$ cat config.mk
export PLATFORM = sky130hd
export DESIGN_NAME = sub_nibble_serial_flat
export DESIGN_NICKNAME = d
export VERILOG_FILES = /design/src/rtl/sub_nibble_serial_if.sv /design/src/rtl/sub_nibble_serial.sv /design/src/flat_wrapper.sv
export SDC_FILE = /design/constraint.sdc
export NUM_CORES = 1
export LEC_CHECK = 0
export BUFFER_PORTS_ARGS = -buffer_cell sky130_fd_sc_hd__buf_4
export CAP_MARGIN = 20
export CORE_AREA = 2 2 102 104
export DETAILED_ROUTE_END_ITERATION = 12
export DIE_AREA = 0 0 104 106
export HOLD_SLACK_MARGIN = 0.02
export SLEW_MARGIN = 20
export SYNTH_ARGS = -nofsm -noshare
export SYNTH_HDL_FRONTEND = slang
export SYNTH_SLANG_ARGS = --single-unit
$ cat constraint.sdc
create_clock -name i_clk -period 6.63 [get_ports i_clk]
set_input_delay 0.663 -clock i_clk [delete_from_list [all_inputs] [get_ports i_clk]]
set_output_delay 0.663 -clock i_clk [all_outputs]
set_load 0.05 [all_outputs]
$ cat src/rtl/sub_nibble_serial_if.sv
// Operand/result handshake bundle for the nibble-serial subtractor.
// The operand side is valid/ready into the block, and the result side is valid/ready out of it.
interface sub_nibble_serial_if #(
    parameter int WIDTH = 24
) ();
    logic             i_valid;
    logic             o_ready;
    logic [WIDTH-1:0] i_a;
    logic [WIDTH-1:0] i_b;
    logic             o_valid;
    logic             i_ready;
    logic [WIDTH-1:0] o_diff;
    logic             o_borrow;
    logic             o_zero;

    modport master (
        output i_valid,
        output i_a,
        output i_b,
        output i_ready,
        input  o_ready,
        input  o_valid,
        input  o_diff,
        input  o_borrow,
        input  o_zero
    );

    modport slave (
        input  i_valid,
        input  i_a,
        input  i_b,
        input  i_ready,
        output o_ready,
        output o_valid,
        output o_diff,
        output o_borrow,
        output o_zero
    );
endinterface

$ cat src/rtl/sub_nibble_serial.sv
// Multi-cycle unsigned subtractor that computes A - B one 4-bit carry-lookahead slice per clock.
// It adds A and ~B with a carry-in of 1, so the final carry-out is the inverse of the borrow.
module sub_nibble_serial #(
    parameter int WIDTH = 24
) (
    input  logic              i_clk,
    input  logic              i_rst_n,
    sub_nibble_serial_if.slave bus
);
    localparam int N  = WIDTH / 4;
    localparam int KW = (N > 1) ? $clog2(N) : 1;
    localparam logic [KW-1:0] LAST = KW'(N - 1);

    generate
        if ((WIDTH % 4) != 0 || WIDTH < 4) begin : g_width_check
            $error("sub_nibble_serial: WIDTH must be a multiple of 4 and >= 4");
        end
    endgenerate

    typedef enum logic [1:0] {
        IDLE = 2'd0,
        RUN  = 2'd1,
        DONE = 2'd2
    } state_t;

    state_t           state;
    logic [KW-1:0]    k;
    logic             carry;
    logic             ready;
    logic             valid;
    logic [WIDTH-1:0] diff;
    logic             borrow;
    logic             zero;
    logic [WIDTH-1:0] a_q;
    logic [WIDTH-1:0] b_q;

    logic [3:0]       slice_a;
    logic [3:0]       slice_b;
    logic [4:0]       slice_res;
    logic             slice_cout;
    logic [WIDTH-1:0] next_diff;
    logic             accept;

    // One 4-bit carry-lookahead slice. The result is {cout, sum}.
    function automatic logic [4:0] cla4(input logic [3:0] x, input logic [3:0] y, input logic cin);
        logic [3:0] g;
        logic [3:0] p;
        logic [4:0] c;
        g    = x & y;
        p    = x ^ y;
        c[0] = cin;
        c[1] = g[0] | (p[0] & c[0]);
        c[2] = g[1] | (p[1] & g[0]) | (p[1] & p[0] & c[0]);
        c[3] = g[2] | (p[2] & g[1]) | (p[2] & p[1] & g[0]) | (p[2] & p[1] & p[0] & c[0]);
        c[4] = g[3] | (p[3] & g[2]) | (p[3] & p[2] & g[1]) | (p[3] & p[2] & p[1] & g[0])
             | (p[3] & p[2] & p[1] & p[0] & c[0]);
        return {c[4], p ^ c[3:0]};
    endfunction

    assign accept = (state == IDLE) && bus.i_valid && ready;

    // Slice select and write-back use a constant-index loop, so the part-selects never go out of range.
    always_comb begin
        slice_a   = '0;
        slice_b   = '0;
        next_diff = diff;
        for (int i = 0; i < N; i++) begin
            if (k == KW'(i)) begin
                slice_a = a_q[4*i +: 4];
                slice_b = ~b_q[4*i +: 4];
            end
        end
        slice_res  = cla4(slice_a, slice_b, carry);
        slice_cout = slice_res[4];
        for (int i = 0; i < N; i++) begin
            if (k == KW'(i)) begin
                next_diff[4*i +: 4] = slice_res[3:0];
            end
        end
    end

    always_ff @(posedge i_clk or negedge i_rst_n) begin
        if (!i_rst_n) begin
            state  <= IDLE;
            k      <= '0;
            carry  <= 1'b1;
            ready  <= 1'b1;
            valid  <= 1'b0;
            diff   <= '0;
            borrow <= 1'b0;
            zero   <= 1'b0;
        end else begin
            case (state)
                IDLE: begin
                    if (accept) begin
                        state <= RUN;
                        k     <= '0;
                        carry <= 1'b1;
                        ready <= 1'b0;
                    end
                end
                RUN: begin
                    diff  <= next_diff;
                    carry <= slice_cout;
                    k     <= k + 1'b1;
                    if (k == LAST) begin
                        state  <= DONE;
                        valid  <= 1'b1;
                        borrow <= ~slice_cout;
                        zero   <= (next_diff == '0);
                    end
                end
                DONE: begin
                    if (bus.i_ready) begin
                        state <= IDLE;
                        valid <= 1'b0;
                        ready <= 1'b1;
                    end
                end
                default: begin
                    state <= IDLE;
                    ready <= 1'b1;
                    valid <= 1'b0;
                end
            endcase
        end
    end

    // Operands are captured only when a request is accepted, so they need no reset.
    always_ff @(posedge i_clk) begin
        if (accept) begin
            a_q <= bus.i_a;
            b_q <= bus.i_b;
        end
    end

    assign bus.o_ready  = ready;
    assign bus.o_valid  = valid;
    assign bus.o_diff   = diff;
    assign bus.o_borrow = borrow;
    assign bus.o_zero   = zero;
endmodule
$ cat src/flat_wrapper.sv
// flat-port wrapper written by rule: the top's interface ports become plain ports
module sub_nibble_serial_flat 
#(
    parameter int WIDTH = 24
)
  (i_clk, i_rst_n, bus_i_valid, bus_i_a, bus_i_b, bus_i_ready, bus_o_ready, bus_o_valid, bus_o_diff, bus_o_borrow, bus_o_zero);
  sub_nibble_serial_if #(.WIDTH(WIDTH)) bus_i ();
  input  logic i_clk;
  input  logic i_rst_n;
  input wire logic [$bits(bus_i.i_valid)-1:0] bus_i_valid;
  input wire logic [$bits(bus_i.i_a)-1:0] bus_i_a;
  input wire logic [$bits(bus_i.i_b)-1:0] bus_i_b;
  input wire logic [$bits(bus_i.i_ready)-1:0] bus_i_ready;
  output wire logic [$bits(bus_i.o_ready)-1:0] bus_o_ready;
  output wire logic [$bits(bus_i.o_valid)-1:0] bus_o_valid;
  output wire logic [$bits(bus_i.o_diff)-1:0] bus_o_diff;
  output wire logic [$bits(bus_i.o_borrow)-1:0] bus_o_borrow;
  output wire logic [$bits(bus_i.o_zero)-1:0] bus_o_zero;
  assign bus_i.i_valid = bus_i_valid;
  assign bus_i.i_a = bus_i_a;
  assign bus_i.i_b = bus_i_b;
  assign bus_i.i_ready = bus_i_ready;
  assign bus_o_ready = bus_i.o_ready;
  assign bus_o_valid = bus_i.o_valid;
  assign bus_o_diff = bus_i.o_diff;
  assign bus_o_borrow = bus_i.o_borrow;
  assign bus_o_zero = bus_i.o_zero;
  sub_nibble_serial #(.WIDTH(WIDTH)) u_core (.i_clk(i_clk), .i_rst_n(i_rst_n), .bus(bus_i));
endmodule
==> results.yml <==
timing:
  worst_pin_slew_ns: 0.7758
  fin_crit_ns: 3.927
  period_share_pct: 59.22
  maxClockFrequency_mhz: 254.7
  maxSlewViolCount: 0
  hold_viol: 0
  setup_viol: 0
  slew_headroom_pct: 48.28
  finClkSkew_ns: 0.01062
  tns_ns: 0
  rsz0062_at_grt: "no"
critical_path:
  crit_path_max_fanout: 20
  crit_chain: "inv_2, ha_1, nor2b_1, a221oi_1, o2bb2ai_1, fa_1, a21oi_1, mux2i_1, o21ai_2, o31ai_2, o31ai_2"
  slowest_delay_ns: 0.67
  crit_type: "reg -> reg"
  r2r_start: "u_core.k[2]"
  worstSetupEndpointType: "register"
  arrival_ns: 4.21
  crit_path_top_delay_cell: "ha_1"
  cp_num_buf_inv: 1
  crit_start: "u_core.k[2]"
  crit_family: "adder cells"
  critPathLaunchType: "register"
  path_common_cell: "o31ai_2"
  worstPathRequired_ns: 6.91
synthesis:
  syn_inst: 316
  yosysWarnings: 0
  synth_cell_types: 54
  yosys-top-cells-count: "48 x edfxtp_1, 33 x nand2_1, 32 x dfrtp_1, 18 x a21oi_1, 17 x o21ai_0"
  synthFlopType: "edfxtp_1"
  synth_enable_flop_cells: 48
  async_reset_ff_share_pct: 41.46
  synth_area_leader_cell: "edfxtp_1"
  synth_fp_nets: 378
  synth.most_common_cell: "edfxtp_1"
  syn_area_um2: 3859
  synth_seq_cells: 82
  syn_area_per_cell_um2: 12.21
  ys_seq_area_share_pct: 59.47
  synth_top_area_share_pct: 37.35
  synthTopCellsByArea: "edfxtp_1 37%, dfrtp_1 21%, nand2_1 3.2%"
clocking:
  cts_buffers: 9
  cts_tree: "done"
  clock_latency_ns: 0.37
  clk_pin_slew_ns: 0.09
  cts_resized: 0
  clock_path_buffers: 2
  postCtsSetupBuffers: 0
  root_buffer: "clkbuf_8"
  clock-sinks: 82
  htreeDepth: 3
  hold_buffers: 0
power_and_ir_drop:
  vdd_ir_drop_max_v: 0.0002653
  p_per_area_nw_per_um2: 564.0
  power_leakage_uw: 0.001969
drt:
  drtIter0Drc: 111
  via_count: 2697
  drc_errors: 0
  viasPerCell: 5.070
  wl_per_cell_um: 16.24
  routed_wl_um: 8640
  ant_nets: 0
  first_pass_iters: 4
run_status:
  status: "finished clean"
die:
  core_um2: 10000
  start_util_pct: 38.59
  io_pins: 80
  dieArea_um2: 11020
  die_h_um: 106
  core.rowCount: 37
  die_w_um: 104
min_path:
  hold_class: "in -> async"
final_layout:
  final_util_pct: 47.69
  area_growth_pct: 23.57
  antenna_cells: 0
  final_cells: 532
  fillerInstances: 950
  fin_nets: 453
  drive_above_1_share_pct: 30.81
global_route:
  antenna_found_initial: 0
  grt_max_degree: 54
  grt_pass1_vias: 2756
  grt_pass1_wl_um: 13990
  grt.total_usage_pct: 16.19
  grt_overflow: 0
placement:
  finalWeightedCongestion: 0.8065
  dpl.hpwl_um: 6144
  portBuffers: 79
  dp_cells: 516
flow_run:
  cap_violations: 0
worst register-to-register path: stages, from the launching register on:
cell	delay [ns]
dfrtp_1	0.62
inv_2	0.30
ha_1	0.67
nor2b_1	0.36
a221oi_1	0.14
o2bb2ai_1	0.30
fa_1	0.61
a21oi_1	0.26
mux2i_1	0.11
o21ai_2	0.18
o31ai_2	0.08
o31ai_2	0.22
layout by cell type, fill, tap and decap left out, types with 3 or more instances in the layout:
cell type / n
buf_4: 82
nor3_1: 5
o21ai_1: 13
a21oi_1: 18
o31ai_1: 3
o2bb2ai_1: 4
a221oi_1: 8
nand2b_1: 4
nand3b_1: 4
o21ai_0: 17
nor2b_1: 10
mux2i_1: 3
ha_1: 9
a21o_1: 6
mux2_2: 8
dfrtp_1: 32
nand2_1: 33
clkbuf_8: 9
nor2_1: 15
edfxtp_1: 48
mux2_1: 9
inv_1: 9
o22ai_1: 6
path summary, 6_finish.rpt:
kind                                        end  slack [ns]  cells after the start
setup / recovery              u_core.bus.o_zero        2.70                     11
hold / removal             u_core.bus.o_diff[7]        0.24                      1
setup reg to reg              u_core.bus.o_zero        2.70                     11
hold reg to reg              u_core.bus.o_valid        0.48                      2
max in group asynchronous    u_core.bus.o_ready        6.05                      1
min in group i_clk                u_core.a_q[7]        0.46                      1
power breakdown:
group / internal (uW) / total [uW] / switching, uW
clock: 221 / 419 / 199
sequential: 632 / 730 / 97.8
combinational: 548 / 1540 / 992
layer usage:
metal,routed length (um),global-route usage (%),up-vias
li1,-,-,1313
met1,3913,21.32,1282
met2,4090,26.08,86
met3,490,4.108,16
met4,146,5.695,0
met5,0,0,-
state kept, by name, indices dropped and copies added (netlist names):
signal	cells
u_core.bus.o_zero	1
u_core.carry	1
u_core.bus.o_valid	1
u_core.b_q	24
u_core.state	2
u_core.bus.o_diff	24
u_core.k	3
u_core.bus.o_borrow	1
u_core.a_q	24
u_core.bus.o_ready	1
cells by family after synthesis:
kind of cell               synth area share, %
AOI/OAI and AO/OA                        15.63
and+or+nand+nor                          10.41
DFF                                      59.47
buffers and inverters                    3.794
muxes                                    5.739
adders and majority gates                3.437
xor gates and xnor gates                 1.524
per-stage QoR:
step / hold slack [ns] / cell area (um2) / setup WS (ns) / power (uW)
4_1_cts: 0.2440 / 4768 / 2.722 / 2710
3_5_place_dp: 0.4655 / 4536 / 2.773 / 2284
6_report: 0.2383 / 4768 / 2.703 / 2689
2_1_floorplan: 0.3674 / 3859 / 3.410 / 1873
5_1_grt: 0.2668 / 4768 / 2.246 / 2874
3_3_place_gp: 0.4617 / 4536 / 2.848 / 2261
cell type report:
class | instances | area (um2) | share of cell area, %
Timing Repair Buffer | 82 | 615.6 | 12.91
Inverter | 10 | 37.54 | 0.7872
Tap cell | 136 | 170.2 | 3.569
Sequential cell | 82 | 2295 | 48.12
Multi-Input combinational cell | 206 | 1418 | 29.73
Clock buffer | 9 | 123.9 | 2.598
Clock inverter | 7 | 108.9 | 2.283
(Power assumes the default switching activity.)
